===== config.mk =====
export PLATFORM = sky130hd
export DESIGN_NAME = rvb_pcpi_master
export DESIGN_NICKNAME = d
export VERILOG_FILES = /design/src/rtl/rvb_pcpi_pkg.sv /design/src/rtl/rvb_pcpi_watchdog.sv /design/src/rtl/rvb_pcpi_master.sv
export SDC_FILE = /design/constraint.sdc
export NUM_CORES = 1
export LEC_CHECK = 0
export CAP_MARGIN = 20
export CORE_ASPECT_RATIO = 0.8
export CORE_MARGIN = 5
export CORE_UTILIZATION = 40
export CTS_CLUSTER_SIZE = 12
export DETAILED_ROUTE_END_ITERATION = 7
export MAX_ROUTING_LAYER = met4
export PLACE_DENSITY_LB_ADDON = 0.3
export SKIP_LAST_GASP = 1
export SYNTH_ARGS = -nofsm -noshare
export SYNTH_HDL_FRONTEND = slang
export SYNTH_SLANG_ARGS = --single-unit

===== constraint.sdc =====
create_clock -name clk -period 3.95 [get_ports clk]
set_input_delay 1.185 -clock clk [delete_from_list [all_inputs] [get_ports clk]]
set_output_delay 1.185 -clock clk [all_outputs]
set_load 0.005 [all_outputs]

===== src/rtl/rvb_pcpi_pkg.sv =====
// ============================================================================
// rvb_pcpi_pkg : shared types for the PCPI master (state enum, XLEN, response)
// Revision: 1.0
// ============================================================================
`default_nettype none

package rvb_pcpi_pkg;

  localparam int XLEN = 32;

  typedef enum logic [1:0] {
    IDLE  = 2'd0,
    ISSUE = 2'd1,
    RESP  = 2'd2
  } state_e;

  typedef struct packed {
    logic [XLEN-1:0] rd;
    logic            wr;
    logic            illegal;
  } rsp_t;

endpackage

`default_nettype wire


===== src/rtl/rvb_pcpi_watchdog.sv =====
// ============================================================================
// rvb_pcpi_watchdog : counts idle ISSUE cycles, flags expiry at TIMEOUT-1
// Revision: 1.0
// ============================================================================
`default_nettype none

module rvb_pcpi_watchdog #(
  parameter int TIMEOUT = 16
) (
  input  logic clk,
  input  logic resetn,
  input  logic run,
  input  logic clear,
  output logic expired
);

  localparam logic [7:0] LAST = 8'(TIMEOUT - 1);

  logic [7:0] count_q;
  logic [7:0] count_d;

  always_comb begin
    count_d = count_q;
    if (!run || clear) begin
      count_d = '0;
    end else if (count_q != LAST) begin
      count_d = count_q + 8'd1;
    end
  end

  always_ff @(posedge clk) begin
    if (!resetn) begin
      count_q <= '0;
    end else begin
      count_q <= count_d;
    end
  end

  assign expired = run && !clear && (count_q == LAST);

endmodule

`default_nettype wire


===== src/rtl/rvb_pcpi_master.sv =====
// ============================================================================
// rvb_pcpi_master : issues one instruction to PCPI coprocessors, returns result
// or an illegal flag on timeout. Optional counters: RVB_PCPI_MASTER_STATS_EN.
// Revision: 1.0
// ============================================================================
`default_nettype none

module rvb_pcpi_master
  import rvb_pcpi_pkg::*;
#(
  parameter int TIMEOUT = 16
) (
  input  logic            clk,
  input  logic            resetn,
  input  logic            req_valid,
  output logic            req_ready,
  input  logic [XLEN-1:0] req_insn,
  input  logic [XLEN-1:0] req_rs1,
  input  logic [XLEN-1:0] req_rs2,
  input  logic [XLEN-1:0] req_rs3,
  output logic            pcpi_valid,
  output logic [XLEN-1:0] pcpi_insn,
  output logic [XLEN-1:0] pcpi_rs1,
  output logic [XLEN-1:0] pcpi_rs2,
  output logic [XLEN-1:0] pcpi_rs3,
  input  logic            pcpi_wr,
  input  logic [XLEN-1:0] pcpi_rd,
  input  logic            pcpi_wait,
  input  logic            pcpi_ready,
`ifdef RVB_PCPI_MASTER_STATS_EN
  output logic [31:0]     stat_issued,
  output logic [31:0]     stat_illegal,
  output logic [31:0]     stat_wait_cycles,
`endif
  output logic            rsp_valid,
  input  logic            rsp_ready,
  output logic [XLEN-1:0] rsp_rd,
  output logic            rsp_wr,
  output logic            rsp_illegal
);

  state_e          state_q, state_d;
  logic [XLEN-1:0] insn_q, insn_d;
  logic [XLEN-1:0] rs1_q, rs1_d;
  logic [XLEN-1:0] rs2_q, rs2_d;
  logic [XLEN-1:0] rs3_q, rs3_d;
  rsp_t            rsp_q, rsp_d;

  logic in_issue;
  logic accept;
  logic expired;
  logic timeout;

  assign in_issue = (state_q == ISSUE);
  assign accept   = (state_q == IDLE) && req_valid;
  // A coprocessor answer in the expiry cycle takes priority over the timeout.
  assign timeout  = expired && !pcpi_ready;

  rvb_pcpi_watchdog #(
    .TIMEOUT (TIMEOUT)
  ) u_watchdog (
    .clk     (clk),
    .resetn  (resetn),
    .run     (in_issue),
    .clear   (pcpi_wait),
    .expired (expired)
  );

  always_ff @(posedge clk) begin
    if (!resetn) begin
      state_q <= IDLE;
    end else begin
      state_q <= state_d;
    end
  end

  always_comb begin
    state_d = state_q;
    case (state_q)
      IDLE:    if (req_valid) state_d = ISSUE;
      ISSUE:   if (pcpi_ready || expired) state_d = RESP;
      RESP:    if (rsp_ready) state_d = IDLE;
      default: state_d = IDLE;
    endcase
  end

  always_comb begin
    req_ready  = 1'b0;
    pcpi_valid = 1'b0;
    rsp_valid  = 1'b0;
    case (state_q)
      IDLE:    req_ready  = 1'b1;
      ISSUE:   pcpi_valid = 1'b1;
      RESP:    rsp_valid  = 1'b1;
      default: req_ready  = 1'b0;
    endcase
  end

  always_comb begin
    insn_d = insn_q;
    rs1_d  = rs1_q;
    rs2_d  = rs2_q;
    rs3_d  = rs3_q;
    rsp_d  = rsp_q;
    if (accept) begin
      insn_d = req_insn;
      rs1_d  = req_rs1;
      rs2_d  = req_rs2;
      rs3_d  = req_rs3;
    end
    if (in_issue && pcpi_ready) begin
      rsp_d.rd      = pcpi_rd;
      rsp_d.wr      = pcpi_wr;
      rsp_d.illegal = 1'b0;
    end else if (in_issue && timeout) begin
      rsp_d.rd      = '0;
      rsp_d.wr      = 1'b0;
      rsp_d.illegal = 1'b1;
    end
  end

  always_ff @(posedge clk) begin
    if (!resetn) begin
      insn_q <= '0;
      rs1_q  <= '0;
      rs2_q  <= '0;
      rs3_q  <= '0;
      rsp_q  <= '0;
    end else begin
      insn_q <= insn_d;
      rs1_q  <= rs1_d;
      rs2_q  <= rs2_d;
      rs3_q  <= rs3_d;
      rsp_q  <= rsp_d;
    end
  end

  assign pcpi_insn   = insn_q;
  assign pcpi_rs1    = rs1_q;
  assign pcpi_rs2    = rs2_q;
  assign pcpi_rs3    = rs3_q;
  assign rsp_rd      = rsp_q.rd;
  assign rsp_wr      = rsp_q.wr;
  assign rsp_illegal = rsp_q.illegal;

`ifdef RVB_PCPI_MASTER_STATS_EN
  logic [31:0] issued_q, issued_d;
  logic [31:0] illegal_q, illegal_d;
  logic [31:0] wait_q, wait_d;

  always_comb begin
    issued_d  = issued_q  + {31'd0, accept};
    illegal_d = illegal_q + {31'd0, in_issue && timeout};
    wait_d    = wait_q    + {31'd0, in_issue && pcpi_wait};
  end

  always_ff @(posedge clk) begin
    if (!resetn) begin
      issued_q  <= '0;
      illegal_q <= '0;
      wait_q    <= '0;
    end else begin
      issued_q  <= issued_d;
      illegal_q <= illegal_d;
      wait_q    <= wait_d;
    end
  end

  assign stat_issued      = issued_q;
  assign stat_illegal     = illegal_q;
  assign stat_wait_cycles = wait_q;
`endif

endmodule

`default_nettype wire

# Word level (Yosys, flattened, before mapping)
# Index checks and enable logic that the tools add are counted.
[totals]
regBits = 172
in_bits = 167
elab_cells = 43
[op_classes]
n_addsub = 1
eq_ne = 7
muxes = 9
n_bitwise = 1
n_reduce_logical = 16
[op_table]
columns = ["cell", "count"]
rows = [
  ["$mux 34", 2],
  ["$add 8x1->8 const B", 1],
  ["$eq 8x4->1 const B", 1],
  ["$ne 8x4->1 const B", 1],
  ["$logic_and 1x1->1", 6],
  ["$mux 2", 3],
  ["$pmux 2 s3", 1],
  ["$ne 2x2->1 const B", 2],
  ["$reduce_or 2->1", 2],
  ["$logic_not 1->1", 3],
  ["$mux 1", 3],
  ["$reduce_and 3->1", 1],
  ["$eq 2x1->1 const B", 1],
  ["$eq 2x2->1 const B", 1],
  ["$logic_not 2->1", 1],
  ["$logic_or 1x1->1", 2],
  ["$ne 2x1->1 const B", 1],
  ["$reduce_bool 2->1", 1],
  ["$not 1->1", 1],
]

# Logic depth before layout (Yosys ltp)
# Gate-level depths: netlist (run 1).
[logic_depth]
word_depth = 7
ltp_mapped = 6

# Cells and area by module
# A second synthesis (run 1) with hierarchy kept.
[unflattened]
cells_unflattened = 708
hier_area_um2 = 6242.2
[modules_own_cells]
columns = ["module", "n_inst", "cells_each", "area_each_um2"]
rows = [
  ["rvb_pcpi_master", 1, 662, 5850.6],
  ["rvb_pcpi_watchdog", 1, 46, 391.6],
]

# Worst setup path before layout (run 1)
# No wires, ideal clock.
[synth_timing]
path_type = "input port to flip-flop"
startpoint = "input port req_valid"
endpoint = "register insn_q[10] (netlist: pcpi_insn[10])"
arrival_ps = 2075
setup_slack_ps = 1743
path_stages = 5
path_buffers = 2
cell_sequence = "or3b_2 clkbuf_1 buf_2 nand2_1 a21oi_1"
[synth_via]
elab_chain_len = 1
[synth_lines]
columns = ["element", "line", "text"]
rows = [
  ["from (decl)", "rvb_pcpi_master.sv:15", "input logic req_valid,"],
  ["$logic_and 1x1->1", "rvb_pcpi_master.sv:55", "assign accept = (state_q == IDLE) && req_valid;"],
  ["to (signal assigned)", "rvb_pcpi_master.sv:130", "insn_q <= insn_d;"],
  ["to (decl)", "rvb_pcpi_master.sv:43", "logic [XLEN-1:0] insn_q, insn_d;"],
]
# No other way between the ends.
# A chain may end at the register's enable or synchronous reset.

# Worst setup path after layout (run 1)
[layout_timing]
startpoint = "register state_q[0]"
endpoint = "output port pcpi_valid"
[layout_via]
elab_chain_len = 2
[layout_lines]
columns = ["element", "line", "text"]
rows = [
  ["from (decl)", "rvb_pcpi_master.sv:42", "state_e state_q, state_d;"],
  ["from (signal assigned)", "rvb_pcpi_master.sv:73", "state_q <= state_d;"],
  ["$eq 2x1->1", "rvb_pcpi_master.sv:91", "case (state_q)"],
  ["$mux 1", "rvb_pcpi_master.sv:91", ""],
  ["to (decl)", "rvb_pcpi_master.sv:21", "output logic pcpi_valid,"],
]
# No other way between the ends.

==> impl_results.md, run 1 <==
* Synth Flop Type: dfxtp_1
* Leakage at 3.832 nW
* Io pins at 332
* Sequential area share after synthesis at 52.40%
* Largest cells by area after synthesis: dfxtp_1, nand2_1, a21oi_1
* TritonCTS Buffers at 17
* Layout net count at 1233
* Post-CTS setup buffer count at 0
* Post-DRT Antenna Nets at 0
* GPL Wtd Cong at 0.8080
* Largest net degree at the start of global routing at 113
* Share of cells above drive strength 1 at under 10%
* Hpwl dp at 14990 um
* Routed length per instance at 16.40 um
* Final setup margin at around 1100 ps
* CP Launch Type: register
* Switching Share at 26.57%
* First-pass GRT wire length at 32600 um
* Tot GR Track Use at 21.78%
* RSZ-0062 raised after global routing: false
* Die Y at about 120 um
* Final min period at 2882 ps
* Data arrival time of the worst path at 1700 ps
* Design Power at 0.004659 W
* DP Cell Count at 1261
* WP data required at 2760 ps
* Area of the multi-input gates at 2841 sq um
* Clock Skews at about 14 ps
* Crit-path max FO at 8
* Maxcap violations at 0
* # setup viols final at 0
* Detailed Route WL at between 20000 and 25000 um
* Clock-pin transition on the worst setup and hold timing paths at 70 ps
* HP Class: reg2reg
* Slowest CP cell: clkdlybuf4s50_1
* Synth unique cells at 37
* Post-synth top cells: nand2_1, dfxtp_1, a21oi_1
* Vias/cell at 4.821
* Area leader, netlist: dfxtp_1
* Total negative slack at 0 ps
* Initial antenna violation count at 1
* Internal power at 0.003421 W
* Core ar. at about 16000 sq um
* Comb power frac at 21.5%
* Sequential power share at 43.2%
* Count leader, synth: nand2_1
* Yosys top cell area share at 52.40%
* First-iteration detailed-routing DRC count at between 300 and 400
* Achievable Freq at 0.3469 GHz
* Core Rows at a little over 40
* H-tree levels at 4
* Non-filler cells in the finished layout at 1294
* Slew Limit Fails at 0
* Flops & latches, synth at 172
* TritonCTS clock tree: yes
* Pre-CTS setup slack at 871.1 ps
* Synth warn at 0
* Port Buf Inserts at 331
* Crit-path max cell delay at approximately 560 ps
* Drc violations at 0
* Die ar. at 19110 sq um
* # hold bufs at CTS at 0
* # fillers at approximately 1300
* # resized after CTS at 0
* Async S/R FF share, synth at 0%
* Via count at 6238
* Post-layout util at around 66%
* Final Hold Viols at 0
* Vias in the first global route at 5887
* Cell Pwr Density at 441.0 nW/um^2
* Crit path capture type: primary output
* Clock Tree Buf Depth at 2
* Clock power frac at 35.3%
* Number of flops mapped to enable cells by yosys at 0
* Status: complete, no violations
* Layout area overhead at 60.76%
* Crit-path cells: and2b_2 > clkdlybuf4s50_1
* Final period util at 72.97%
* Clk Latency, worst-skew pair at 420 ps
* Register area at 3443 sq um
* Initial Util at between 40% and 50%
* Synthesized net count at 932
* Worst VDD drop at between 200 and 300 uV
* Reg2reg setup slack at about 2000 ps
* GRT overflow at 0
* DRT Pass-1 Iters at 4
* Net Sw Power at 0.001238 W
* Syn Area/Cell at 8.601 sq um
* Root buffer cell: clkbuf_16
* Clock Sink Count at 172
* Critical path type: reg2out
* Cells after synthesis at about 760
* Cell Area, Synth at 6571 sq um
* Worst-Margin Slew at 700.7 ps
* Slew headroom at 53.29%
* Die W at around 150 um
power groups by stage:
stage | Clock (W) | Combinational (W) | Sequential (W)
after floorplan | 0 | 0.000399 | 0.00206
after CTS | 0.00168 | 0.00102 | 0.00201
after global routing | 0.00175 | 0.00108 | 0.00204
after detailed placement | 0 | 0.00101 | 0.00205
after global placement | 0 | 0.00100 | 0.00205
final | 0.00164 | 0.00100 | 0.00201
metal layers:
metal,track usage (%),share of wire (%),up-vias
met5,-,0,-
met4,7.648,2.5,0
met3,5.036,5.8,37
met2,36.41,50,205
met1,25.82,42,2845
li1,-,-,3151
worst paths after layout:
path	start	endpoint	cells after the start
worst max-delay path	state_q[0]	pcpi_valid	2
worst max register to register	state_q[0]	pcpi_insn[7]	4
worst min register to register	pcpi_insn[30]	pcpi_insn[30]	2
worst min-delay path	pcpi_insn[30]	pcpi_insn[30]	2
flip-flops by register name (all words and copies together) (netlist names), 2 cells and up:
signal	count
u_watchdog.count_q	8
pcpi_rs2	32
state_q	2
pcpi_rs1	32
pcpi_rs3	32
rsp_rd	32
pcpi_insn	32
layout by cell type (no fill, tap or decap), drive strengths merged, types with 3 or more instances in the layout:
cell type / n
or3: 3
clkdlybuf4s50: 331
nor3: 3
inv: 9
nand2: 259
o2bb2ai: 33
nand3: 5
mux2i: 33
clkbuf: 20
clkinv: 3
buf: 8
and2: 33
dfxtp: 172
a21oi: 135
o21ai: 6
critical path, delay by kind of cell, from the launching register on:
| kind | cells | cell delay [ps] |
|---|---|---|
| buffers and inverters | 1 | 560 |
| DFF | 1 | 510 |
| and+or+nand+nor | 1 | 210 |
area by class of cell:
| type | count | area share, % |
|---|---|---|
| repair buffers | 339 | 32.29 |
| well taps | 215 | 2.546 |
| clock buffers | 20 | 4.323 |
| inverters | 3 | 0.1303 |
| flip-flops and latches | 172 | 32.59 |
| diodes | 1 | 0.02369 |
| multi-input cells | 532 | 26.90 |
| clock inverters | 12 | 1.196 |
cell families (layout without fill, tap and decap cells):
logic type,after synthesis,count (layout),synth area share (%)
AOI/OAI and AO/OA,180,180,17.08
xor gates and xnor gates,1,1,0.1333
adders and majority gates,1,1,0.1904
buffers and inverters,60,374,4.493
DFF,172,172,52.40
muxes,33,33,5.027
other,0,1,0
and+or+nand+nor,317,317,20.68
stage by stage:
step / hold WS, ps / instance area (sq um)
after floorplan: 452.7 / 6571
after global placement: 440.3 / 9978
after detailed placement: 445.3 / 9978
after CTS: 454.3 / 10560
after global routing: 469.8 / 10560
final: 452.2 / 10560
Note: power is estimated with default switching activity, not from simulation.
==> inputs of run 2 (changes only) <==
- CORE_UTILIZATION: 40 -> 36
- clock period: 3.95 -> 2.5 ns (I/O delays scaled with it)
==> run 2 against run 1 <==
Net effect: non-clock buffer count up 11; clock power up 53%; sequential share of layout area down 0.46 points; via count up 0.37%; critical path type unchanged; core utilization down 6.8 points; largest cell class is now non-clock buffers; setup slack worse by 970 ps; sequential power up 58%; largest power group unchanged; clock-buffer cell count unchanged.
==> impl_results.md, run 2 (same netlist as run 1, synthesis figures left out) <==
* Status: complete, no violations (unchanged)
* Crit path capture type: primary output (unchanged)
* Final setup margin at 94.39 ps (was 1068 ps)
* # fillers at 1583 (was 1310)
* Critical path startpoint: state_q[1] (was state_q[0])
* Critical path type: reg2out (unchanged)
* Vias/cell at 4.747 (was 4.821)
* Data arrival time of the worst path at 1660 ps (was 1700 ps)
* R2R depth at 5 (was 4)
* Vias in the first global route at 5810 (was 5887)
* Slew headroom at 55.56% (was 53.29%)
* RSZ-0062 raised after global routing: false (unchanged)
* Die W at 161.1 um (was 153.3 um)
* Initial antenna violation count at 0 (was 1)
* Via count at 6261 (was 6238)
* RR Startpoint: u_watchdog.count_q[0] (was state_q[0])
* Critical R2R Capture: rsp_rd[25] (was pcpi_insn[7])
* Commonest non-fill, non-tap cell in the layout: clkdlybuf4s50_1 (unchanged)
* Final period util at 96.22%
* Clk Latency, worst-skew pair at 420 ps (about the same)
* Port Buf Inserts at 331 (unchanged)
* Clock Sink Count at 172 (unchanged)
* TritonCTS clock tree: yes (unchanged)
* HP Class: reg2reg (unchanged)
* Most frequent cells in the layout: clkdlybuf4s50_1, nand2_1, dfxtp_1, a21oi_1 (unchanged)
* Hpwl dp at 15560 um (was 14990 um)
* Clock-pin transition on the worst setup and hold timing paths at 70 ps (about the same)
* H-tree levels at 4 (unchanged)
* Post-DRT Antenna Nets at 0 (unchanged)
* Pre-CTS setup slack at 236.5 ps (was 871.1 ps)
* GRT overflow at 0 (unchanged)
* DRT Pass-1 Iters at 4 (unchanged)
* Share of cells above drive strength 1 at 6.336% (was 5.288%)
* Slew Limit Fails at 0 (unchanged)
* Drc violations at 0 (unchanged)
* Maxcap violations at 0 (unchanged)
* Initial Util at 36.39% (was 41.19%)
* # setup viols final at 0 (unchanged)
* Crit-path max FO at 8 (unchanged)
* Reg2reg setup slack at 810 ps (was 2040 ps)
* Clock Skews at 12.51 ps (was 13.74 ps)
* TritonCTS Buffers at 17 (unchanged)
* Routed length per instance at 16.13 um (was 16.40 um)
* Core Rows at 44 (was 41)
* Clock Tree Buf Depth at 2 (unchanged)
* Layout net count at 1244 (was 1233)
* Detailed Route WL at 21280 um (was 21220 um)
* Leakage at 3.911 nW (was 3.832 nW)
* Tot GR Track Use at 19.48% (was 21.78%)
* CP Launch Type: register (unchanged)
* GPL Wtd Cong at 0.7716 (was 0.8080)
* Achievable Freq at 0.4157 GHz
* Die ar. at 21070 sq um (was 19110 sq um)
* Total negative slack at 0 ps (unchanged)
* Layout area overhead at 63.14% (was 60.76%)
* Die Y at 130.8 um (was 124.6 um)
* WP data required at 1750 ps (was 2760 ps)
* Worst-Margin Slew at 666.6 ps (was 700.7 ps)
* Final min period at 2406 ps
* Final Hold Viols at 0 (unchanged)
* Cell Pwr Density at 684.9 nW/um^2 (was 441.0 nW/um^2)
* Root buffer cell: clkbuf_16 (unchanged)
* Core ar. at 18060 sq um (was 15950 sq um)
* Antenna cells at 0 (was 1)
* Largest net degree at the start of global routing at 123 (was 113)
* First-iteration detailed-routing DRC count at 366 (was 331)
* First-pass GRT wire length at 31600 um (was 32600 um)
* Crit path to: pcpi_valid (unchanged)
* Worst VDD drop at 372.9 uV (was 287.0 uV)
* Io pins at 332 (unchanged)
[run 2: changes by cell type in the layout (fill, tap and decap cells not counted), moves of 2 or more]
cell	previous run	this run
clkinvlp_4	2	0
inv_6	5	3
buf_12	3	9
clkinv_4	3	5
buf_4	5	10
clkinv_2	0	2
[run 2: worst min-delay path by stage]
stage                 startpoint      endpoint  slack, ps  depth (start not counted)
floorplan           pcpi_insn[0]  pcpi_insn[0]        450                          2
global placement     pcpi_rs3[3]   pcpi_rs3[3]        440                          2
detailed placement  pcpi_rs2[24]  pcpi_rs2[24]        450                          2
CTS                 pcpi_rs2[24]  pcpi_rs2[24]        450                          2
global route        pcpi_rs2[17]  pcpi_rs2[17]        460                          2
finish              pcpi_rs3[23]  pcpi_rs3[23]        450                          2
[run 2: repair_timing]
action                                  in CTS  in global routing
gates resized for setup                      0                  1
hold buffers                                 0                  0
endpoints found under the setup margin       0                  1
buffers inserted                             0                  0
hold endpoints to repair                     0                  0
[run 2: worst max-delay path, cell delays in order, from the launching register on]
cell and delay, ps:
dfxtp_1 480, and2b_2 290, clkdlybuf4s50_1 480
[run 2: power by group]
group | switching (W) | internal (W) | leakage (nW)
clock | 0.00116 | 0.00136 | 0.280
combinational | 0.000664 | 0.000991 | 2.22
sequential | 0.000165 | 0.00301 | 1.41
total | 0.00198 | 0.00536 | 3.91
[run 2: layout make-up]
class	instances	area [sq um]	share of cell area [%]
Clock inverter	12	107.6	1.004
Clock buffer	20	456.7	4.260
Multi-Input combinational cell	532	2841	26.51
Sequential cell	172	3445	32.13
Timing Repair Buffer	350	3568	33.29
Tap cell	230	287.8	2.684
Inverter	3	13.76	0.1284
[run 2: per-stage QoR]
| step | hold WS (ps) | util, % | std cells | cell area [sq um] | power [W] |
|---|---|---|---|---|---|
| after floorplan | 452.7 | - | 764 | 6571 | 0.003882 |
| final | 450.9 | 59.37 | 1319 | 10720 | 0.007343 |
| after global placement | 440.3 | 56.24 | 1287 | 10150 | 0.004888 |
| after CTS | 454.7 | 59.36 | 1319 | 10720 | 0.007436 |
| after detailed placement | 445.3 | 56.24 | 1287 | 10150 | 0.004911 |
| after global routing | 464.3 | 59.37 | 1319 | 10720 | 0.007708 |
[run 2: per-layer routing]
layer / vias up / wire length (um) / part of all wire [%] / GRT usage, %
met5: - / 0 / 0 / -
met4: 0 / 299 / 1.4 / 5.968
met3: 19 / 1101 / 5.2 / 4.704
met2: 168 / 10550 / 50 / 32.86
met1: 2893 / 9326 / 44 / 23.38
li1: 3181 / - / - / -
==> inputs of run 3 (changes only) <==
- CORE_ASPECT_RATIO: 0.8 -> 1.25
==> run 3 against run 2 <==
Net effect: register-to-register slack gained 40 ps; via count shrank 0.53%; combinational power is essentially flat; global-route usage fell by 0.33 points; power is 2.4% higher; cell count decreased by 0.53%; sequential power about the same; core utilization rose by 0.070 points; worst hold slack improved by 1.6 ps; flip-flop and latch count did not move; die area is the same; critical endpoint unchanged; largest cell class unchanged.
==> impl_results.md, run 3 (same netlist as run 1, synthesis figures left out) <==
* Status: complete, no violations (unchanged)
* Core Rows at 55 (was 44)
* DR WL met2 at 10440 um (was 10550 um)
* Largest net degree at the start of global routing at 82 (was 123)
* Detailed Route WL at 20810 um (was 21280 um)
* Clock Sink Count at 172 (unchanged)
* Layout area overhead at 63.08% (was 63.14%)
* Critical path type: reg2out (unchanged)
* Core ar. at 18030 sq um (was 18060 sq um)
* Layout net count at 1238 (was 1244)
* H-tree levels at 4 (unchanged)
* GPL Wtd Cong at 0.8240 (was 0.7716)
* Root buffer cell: clkbuf_16 (unchanged)
* # setup viols final at 0 (unchanged)
* DR WL met3 at 1596 um (was 1101 um)
* First-pass GRT wire length at 31000 um (was 31600 um)
* Io pins at 332 (unchanged)
* Non-filler cells in the finished layout at 1312 (was 1319)
* Initial Util at 36.45% (was 36.39%)
* Drc violations at 0 (unchanged)
* DP Cell Count at 1279 (was 1287)
* First-iteration detailed-routing DRC count at 302 (was 366)
* Top sig layer: met4 (unchanged)
* GRT overflow at 0 (unchanged)
* HP Start: pcpi_insn[20] (was pcpi_rs3[23])
* Commonest non-fill, non-tap cell in the layout: clkdlybuf4s50_1 (unchanged)
* DRT Pass-1 Iters at 4 (unchanged)
* Post-DRT Antenna Nets at 0 (unchanged)
* Worst VDD drop at 414.4 uV (was 372.9 uV)
* CP Launch Type: register (unchanged)
* Slowest CP cell: clkdlybuf4s50_1 (was dfxtp_1)
* Slew headroom at 61.40% (was 55.56%)
* Crit-path cells: and2b_2 > clkdlybuf4s50_1 (unchanged)
* Most frequent cells in the layout: clkdlybuf4s50_1, nand2_1, dfxtp_1, a21oi_1 (unchanged)
* Vias in the first global route at 5885 (was 5810)
* Die W at 130.8 um (was 161.1 um)
* TritonCTS Buffers at 17 (unchanged)
* Initial antenna violation count at 1 (was 0)
* # resized after CTS at 0 (unchanged)
* Die Y at 161.1 um (was 130.8 um)
* # hold bufs at CTS at 0 (unchanged)
* Final Hold Viols at 0 (unchanged)
* Crit-path max FO at 8 (unchanged)
* Crit-path max cell delay at 550 ps (was 480 ps)
* Wl on met1 at 8310 um (was 9326 um)
* Crit path capture type: primary output (unchanged)
* Data arrival time of the worst path at 1640 ps (was 1660 ps)
* Die ar. at 21070 sq um (unchanged)
* Worst-Margin Slew at 579.0 ps (was 666.6 ps)
* Post-CTS setup buffer count at 0 (unchanged)
* HP Class: reg2reg (unchanged)
* Via count at 6228 (was 6261)
* Port Buf Inserts at 331 (unchanged)
* Leakage at 3.891 nW (was 3.911 nW)
* Clock Tree Buf Depth at 2 (unchanged)
* Clock Skews at 9.860 ps (was 12.51 ps)
* Total negative slack at 0 ps (unchanged)
* TritonCTS clock tree: yes (unchanged)
* Routed length per instance at 15.86 um (was 16.13 um)
* Vias/cell at 4.747 (about the same)
* RSZ-0062 raised after global routing: false (unchanged)
* WP data required at 1750 ps (about the same)
* Share of cells above drive strength 1 at 5.817% (was 6.336%)
* Maxcap violations at 0 (unchanged)
* Critical path startpoint: state_q[0] (was state_q[1])
* Clock-pin transition on the worst setup and hold timing paths at 70 ps (about the same)
* Hpwl dp at 14750 um (was 15560 um)
* Cell Pwr Density at 701.3 nW/um^2 (was 684.9 nW/um^2)
* Tot GR Track Use at 19.14% (was 19.48%)
* Final min period at 2389 ps (was 2406 ps)
* Clk Latency, worst-skew pair at 420 ps (about the same)
* Slew Limit Fails at 0 (unchanged)
* RR Startpoint: state_q[0] (was u_watchdog.count_q[0])
* Final period util at 95.55% (was 96.22%)
* Achievable Freq at 0.4186 GHz (was 0.4157 GHz)
-- run 3: cell types whose count changed in the layout (fill, tap and decap cells not counted), moves of 2 or more --
| cell | previous run | this run |
|---|---|---|
| buf_4 | 10 | 4 |
| bufinv_16 | 0 | 2 |
| clkbuf_8 | 2 | 0 |
| clkinvlp_4 | 0 | 3 |
| clkinv_4 | 5 | 2 |
| inv_8 | 1 | 3 |
-- run 3: final cells by class --
class,count,area [sq um]
Antenna cell,1,2.502
Clock buffer,17,425.4
Clock inverter,15,181.4
Fill cell,1599,7313
Inverter,3,13.76
Multi-Input combinational cell,532,2841
Sequential cell,172,3443
Tap cell,228,285.3
Timing Repair Buffer,344,3523
-- run 3: critical path: cells and delay by family (launching register included) --
kind | cells | cell delay [ps]
simple gates | 1 | 200
flops | 1 | 470
buf+inv | 1 | 550
-- run 3: path summary, 6_finish.rpt --
check	to	slack, ps	cells past startpoint
min reg2reg	pcpi_insn[20]	450	2
max reg2reg	rsp_rd[2]	850	4
min	pcpi_insn[20]	450	2
max	pcpi_valid	110	2
-- run 3: power breakdown --
| group | internal (W) | switching (W) |
|---|---|---|
| sequential | 0.00301 | 0.000165 |
| clock | 0.00151 | 0.00120 |
| combinational | 0.000977 | 0.000649 |
| total | 0.00550 | 0.00202 |
-- run 3: layer usage --
layer | GRT usage, % | vias up
met3 | 5.789 | 29
met5 | - | -
met1 | 21.44 | 2835
met2 | 32.37 | 204
li1 | - | 3160
met4 | 6.174 | 0
-- run 3: per-stage QoR --
stage / utilization [%] / total power [W] / cell area, sq um / setup WS (ps) / hold WS [ps]
floorplan: - / 0.003882 / 6571 / 728.0 / 452.7
global placement: 56.06 / 0.004865 / 10110 / 220.6 / 439.9
detailed placement: 56.06 / 0.004883 / 10110 / 205.4 / 445.3
CTS: 59.42 / 0.007617 / 10710 / 71.31 / 455.0
global route: 59.44 / 0.007889 / 10720 / 24.82 / 470.5
finish: 59.44 / 0.007516 / 10720 / 111.3 / 452.5
